==> src/rtl/register_file_2r1w_if.sv <==
// Bus interface for register_file_2r1w.
//
// Bundles the write port, the read-request handshake and the registered read
// data into one connection. clk and reset stay plain ports on the modules.
//
// Signals (directions given from the master, i.e. the ALU operand stage):
//   en         out  write enable
//   wr_addr    out  write address
//   D          out  write data
//   rd_req     out  read request; samples rd_addr_a / rd_addr_b
//   rd_addr_a  out  read address, port A
//   rd_addr_b  out  read address, port B
//   Q_a        in   read data, port A
//   Q_b        in   read data, port B
//   rd_valid   in   Q_a / Q_b hold the data for the previous rd_req
interface register_file_2r1w_if #(
    parameter int WIDTH = 16,
    parameter int AW    = 3
);
    logic             en;
    logic [AW-1:0]    wr_addr;
    logic [WIDTH-1:0] D;
    logic             rd_req;
    logic [AW-1:0]    rd_addr_a;
    logic [AW-1:0]    rd_addr_b;
    logic [WIDTH-1:0] Q_a;
    logic [WIDTH-1:0] Q_b;
    logic             rd_valid;

    modport master (
        output en, wr_addr, D, rd_req, rd_addr_a, rd_addr_b,
        input  Q_a, Q_b, rd_valid
    );

    modport slave (
        input  en, wr_addr, D, rd_req, rd_addr_a, rd_addr_b,
        output Q_a, Q_b, rd_valid
    );
endinterface

==> src/rtl/register_file_2r1w.sv <==
// register_file_2r1w: 8 x 16-bit general-purpose register file.
//
// One synchronous write port and two registered read ports (A, B) sharing a
// request/valid handshake with one cycle of latency. R0 is hardwired to zero:
// writes to it are dropped and it always reads 0. There is no backpressure;
// the consumer takes Q_a / Q_b on the cycle rd_valid is high.
//
// Ports:
//   clk    in  system clock, rising edge
//   reset  in  synchronous, active-high; clears registers, Q_a/Q_b, rd_valid
//   bus    slave modport of register_file_2r1w_if (write port, read request,
//          read data and rd_valid)
//
// Configuration macro:
//   REGFILE_BYPASS_EN  defined   -> write-first: a read of the register being
//                                   written on the same edge returns D.
//                      undefined -> read-first: that read returns the old value.
module register_file_2r1w #(
    parameter int WIDTH = 16,
    parameter int DEPTH = 8,
    parameter int AW    = 3
) (
    input  logic                   clk,
    input  logic                   reset,
    register_file_2r1w_if.slave    bus
);

    logic [WIDTH-1:0] regs [DEPTH];
    logic [WIDTH-1:0] q_a_r;
    logic [WIDTH-1:0] q_b_r;
    logic             rd_valid_r;

    logic             wr_hit;
    logic [WIDTH-1:0] rd_a;
    logic [WIDTH-1:0] rd_b;

    // Entry 0 is never written, so after reset it stays zero and R0 reads 0.
    assign wr_hit = bus.en && (bus.wr_addr != AW'(0));

    // Read operands presented to the output registers.
    always_comb begin
        // NOTE: every always_comb output gets a default first so no path leaves it unassigned, which would infer a latch.
        rd_a = regs[bus.rd_addr_a];
        rd_b = regs[bus.rd_addr_b];
`ifdef REGFILE_BYPASS_EN
        // Write-first: forward the incoming write data over the stale entry.
        if (wr_hit && (bus.wr_addr == bus.rd_addr_a)) rd_a = bus.D;
        if (wr_hit && (bus.wr_addr == bus.rd_addr_b)) rd_b = bus.D;
`else
        // Read-first: the array value sampled on this edge is the pre-write
        // contents; the new value appears to reads on later cycles.
`endif
    end

    always_ff @(posedge clk) begin
        if (reset) begin
            // NOTE: the storage array is cleared on reset here because the register file must read back zero after reset; a plain RAM would normally be left unreset.
            for (int i = 0; i < DEPTH; i++) begin
                regs[i] <= '0;
            end
            q_a_r      <= '0;
            q_b_r      <= '0;
            rd_valid_r <= 1'b0;
        end else begin
            // NOTE: non-blocking assignments so the array read above sees the pre-edge contents.
            if (wr_hit) begin
                regs[bus.wr_addr] <= bus.D;
            end
            // Q holds its last value when no request is made.
            if (bus.rd_req) begin
                q_a_r <= rd_a;
                q_b_r <= rd_b;
            end
            rd_valid_r <= bus.rd_req;
        end
    end

    assign bus.Q_a      = q_a_r;
    assign bus.Q_b      = q_b_r;
    assign bus.rd_valid = rd_valid_r;

endmodule

==> src/flat_wrapper.sv <==
// flat-port wrapper written by rule: the top's interface ports become plain ports
module register_file_2r1w_flat 
#(
    parameter int WIDTH = 16,
    parameter int DEPTH = 8,
    parameter int AW    = 3
)
  (clk, reset, bus_en, bus_wr_addr, bus_D, bus_rd_req, bus_rd_addr_a, bus_rd_addr_b, bus_Q_a, bus_Q_b, bus_rd_valid);
  register_file_2r1w_if #(.WIDTH(WIDTH), .AW(AW)) bus_i ();
  input  logic clk;
  input  logic reset;
  input wire logic [$bits(bus_i.en)-1:0] bus_en;
  input wire logic [$bits(bus_i.wr_addr)-1:0] bus_wr_addr;
  input wire logic [$bits(bus_i.D)-1:0] bus_D;
  input wire logic [$bits(bus_i.rd_req)-1:0] bus_rd_req;
  input wire logic [$bits(bus_i.rd_addr_a)-1:0] bus_rd_addr_a;
  input wire logic [$bits(bus_i.rd_addr_b)-1:0] bus_rd_addr_b;
  output wire logic [$bits(bus_i.Q_a)-1:0] bus_Q_a;
  output wire logic [$bits(bus_i.Q_b)-1:0] bus_Q_b;
  output wire logic [$bits(bus_i.rd_valid)-1:0] bus_rd_valid;
  assign bus_i.en = bus_en;
  assign bus_i.wr_addr = bus_wr_addr;
  assign bus_i.D = bus_D;
  assign bus_i.rd_req = bus_rd_req;
  assign bus_i.rd_addr_a = bus_rd_addr_a;
  assign bus_i.rd_addr_b = bus_rd_addr_b;
  assign bus_Q_a = bus_i.Q_a;
  assign bus_Q_b = bus_i.Q_b;
  assign bus_rd_valid = bus_i.rd_valid;
  register_file_2r1w #(.WIDTH(WIDTH), .DEPTH(DEPTH), .AW(AW)) u_core (.clk(clk), .reset(reset), .bus(bus_i));
endmodule
==> config.mk <==
export PLATFORM = sky130hd
export DESIGN_NAME = register_file_2r1w_flat
export DESIGN_NICKNAME = d
export VERILOG_FILES = /design/src/rtl/register_file_2r1w_if.sv /design/src/rtl/register_file_2r1w.sv /design/src/flat_wrapper.sv
export SDC_FILE = /design/constraint.sdc
export NUM_CORES = 1
export LEC_CHECK = 0
export ABC_AREA = 1
export CORE_UTILIZATION = 60
export CTS_BUF_LIST = sky130_fd_sc_hd__clkbuf_2
export CTS_CLUSTER_SIZE = 24
export DETAILED_ROUTE_END_ITERATION = 8
export PLACE_DENSITY_LB_ADDON = 0.12
export SYNTH_ARGS = -nofsm -noshare
export SYNTH_HDL_FRONTEND = slang
export SYNTH_SLANG_ARGS = --single-unit
==> constraint.sdc <==
create_clock -name clk -period 2.55 [get_ports clk]
set_clock_uncertainty 0.1 [all_clocks]
set_input_delay 0.255 -clock clk [delete_from_list [all_inputs] [get_ports clk]]
set_output_delay 0.255 -clock clk [all_outputs]
set_load 0.01 [all_outputs]
==> flow_summary.yaml <==
die:
  die_height_um: 122
  die_w_um: 122
  start_util_pct: 61.7
  core_area_um2: 13900
  row_count: 43
  io_pins: 62
  die-area_um2: 14800
hold_path:
  min_delay_endpoint: "u_core.bus.Q_b[1]"
  worstHoldPathCells: 7
  min-delay-start: "bus_rd_addr_b[0]"
  type_of_the_most_critical_hold_path: "input port to flip-flop"
timing:
  finalWorstPathRequiredPeriod_ns: 2.09
  worst_slew_slack_as_a_fraction_of_its_limit_pct: 39.9
  final.hold.worst_slack_ns: 0.0490
  clock.fmax_ghz: 0.477
  tns_ns: 0
  rsz_0062_raised_after_global_routing: "false"
  slew_violations: 0
  timing.final.hold_violations: 0
  report.final.setup_viol: 0
  timing.final.ws_setup_ns: 0.455
  worst_pin_slew_ns: 0.902
  final_clock_period_utilization_by_the_worst_path_pct: 82.1
yosys:
  synth_sequential_area_ratio_pct: 52.3
  synth_area_leaders: "edfxtp_1 45%, nand2_1 13%, nand3_1 11%"
  syn-mean-instance-area_um2: 8.06
  synth_cells: 1067
  synth-edff-count: 128
  yosysTopAreaCell: "edfxtp_1"
  syn_area_um2: 8600
  synthArstFlopShare_pct: 0
  ys_seq_elements: 161
  proportion_of_netlist_area_held_by_the_largest_area_contributor_pct: 44.7
  synth.distinct_cells: 21
  synthTopCellsByCount: "292 x nand2_1, 192 x nand3_1, 150 x inv_1, 128 x edfxtp_1, 50 x nor2_1"
  yosysWarnings: 0
  yosysMostFrequentCell: "nand2_1"
  ys.flop_type: "edfxtp_1"
place:
  gp_congestion: 0.878
  dp_hpwl_mm: 15.4
  dpl_worst_slack_ns: 0.495
  number_of_buffers_added_on_ports: 61
worst_setup_path:
  ff2ff_setup_slack_ns: 1.28
  critPathMaxFanout: 2
  critical_path.max_stage_delay_ns: 0.59
  critPathBufInv: 1
  crit_type: "flip-flop to output port"
  worst_setup_path_start_kind: "flip-flop"
  crit_path_cell_trace: "clkdlybuf4s50_1"
  worst_path_required_ns: 2.19
  rr_worst_depth: 6
  cp_top_family: "buffers and inverters"
  end_kind: "output port"
  critical_path_arrival_ns: 1.74
  crit-reg2reg-launch: "u_core.regs[5][5]"
  cpMaxStageDelayCell: "clkdlybuf4s50_1"
  r2r_endpoint: "u_core.bus.Q_a[5]"
detailed_routing:
  detailroute.wirelength.met3_mm: 2.96
  drt_pre_antenna_iters: 5
  ant_nets: 0
  route.met2.wl_mm: 9.48
  routedWlPerCell_um: 17.5
  detailedRoute.firstIterationViolations: 918
  route.layer.met1.wl_mm: 9.95
  drt-total-wl_mm: 22.9
  topRoutingLayerUsed: "met4"
  routed_via_count_divided_by_cell_count: 5.62
  via_count: 7367
  drc_viols: 0
global_route:
  grt_first_pass_wirelength_mm: 35.4
  vias_in_the_first_global_route: 6415
  globalRoute.totalOverflow: 0
  grt_use_total_pct: 32.5
  grt_max_degree: 66
  antenna_found_initial: 1
cts:
  clk_latency_ns: 0.77
  htree_levels: 4
  cts_root_cell: "clkbuf_2"
  clock_path_buffers: 2
  cts_repair_resize_count: 0
  cts_tree: "built"
  path_clk_slew_ns: 0.21
  numCtsBuffers: 17
  clock_sinks: 161
pwr:
  power.leakage_nw: 4.30
  ir_worst_vdd_mv: 0.321
  pwr_density_cell_nw_per_um2: 580
  design_power_total_w: 0.00555
finish:
  finish.net_count: 1145
  area.sequential_um2: 4500
  filler_instances: 1163
  multiInputGateArea_um2: 3140
  drive_gt1_share_pct: 8.68
  area.growth.synth_to_final_pct: 11.1
status:
  outcome: "finished clean"
flow_run:
  drv.max_cap_violation_count: 0
[layout by cell type, fill, tap and decap left out]
cell             netlist  routed
a21oi_1               32      32
nor2_1                50      50
nor2_4                 1       1
nand2_2                2       2
inv_4                  0       2
inv_1                150     150
nand4_2                3       3
dlygate4sd3_1          0       1
buf_12                 0       2
clkinv_4               0       1
buf_2                 43       3
inv_2                  8      10
buf_4                 15      25
clkdlybuf4s50_1        0      58
diode_2                0       1
clkbuf_2               0      20
edfxtp_1             128     128
o21ai_1                1       5
nor3_2                21      21
conb_1                 1      16
nand2_1              292     292
o21ai_0               35      31
clkinv_2               0       3
bufinv_16              0       4
nand3_1              192     192
nor2_2                 1       1
nor3_1                43      43
dfxtp_1               33      33
[layout make-up]
type                            instances  share of cell area, %
Inverter                              158                   6.20
Antenna cell                            1                 0.0262
Clock inverter                         12                   1.71
Sequential cell                       161                   47.1
Timing Repair Buffer                   89                   8.72
Multi-Input combinational cell        689                   32.8
Tap cell                              180                   2.36
Clock buffer                           20                   1.05
[per-layer routing]
layer  vias up  GRT usage, %
met2       457          45.1
met4         0          10.4
met5         -             0
li1       3533             -
met1      3334          49.6
met3        43          7.87
[flip-flops by register name, indices dropped and copies added, names as in the netlist]
register / cells
u_core.regs: 128
u_core.bus.Q_b: 16
u_core.bus.rd_valid: 1
u_core.bus.Q_a: 16
[where the power goes]
group	internal (W)	switching, W	leakage (nW)	total [W]
clock	0.000651	0.000897	0.173	0.00155
sequential	0.00301	0.0000669	1.50	0.00308
combinational	0.000311	0.000611	2.62	0.000922
[logic make-up after synthesis]
group | share of synthesized area (%)
AO/OA/AOI/OAI | 3.96
buffers and inverters | 11.8
flip-flops | 52.3
other | 0.0436
AND/OR/NAND/NOR | 31.8
[what timing repair did]
| item | 4_1_cts | 5_1_grt |
|---|---|---|
| buffers inserted | 0 | 0 |
| hold buffers | 1 | 0 |
| setup endpoints to repair | 0 | 0 |
| hold endpoints to repair | 1 | 0 |
[how the worst max path moves through the flow]
stage          cells past startpoint         startpoint           endpoint  slack [ns]
2_1_floorplan                      5             bus_en  u_core.regs[1][0]        0.20
3_3_place_gp                       6     bus_wr_addr[1]  u_core.regs[3][8]        0.53
3_5_place_dp                       5              reset  u_core.regs[1][1]        0.50
4_1_cts                            1  u_core.bus.Q_b[1]         bus_Q_b[1]        0.43
5_1_grt                            1  u_core.bus.Q_a[9]         bus_Q_a[9]        0.41
6_report                           1  u_core.bus.Q_b[1]         bus_Q_b[1]        0.46
[through the flow]
step,instance area [um2],std cells,util [%]
after floorplan,8660,1082,-
after global routing,9560,1310,68.6
after detailed placement,9280,1276,66.6
final,9560,1310,68.6
after CTS,9560,1309,68.6
after global placement,9280,1276,66.6
No activity file was read; power rests on OpenSTA's default activity.
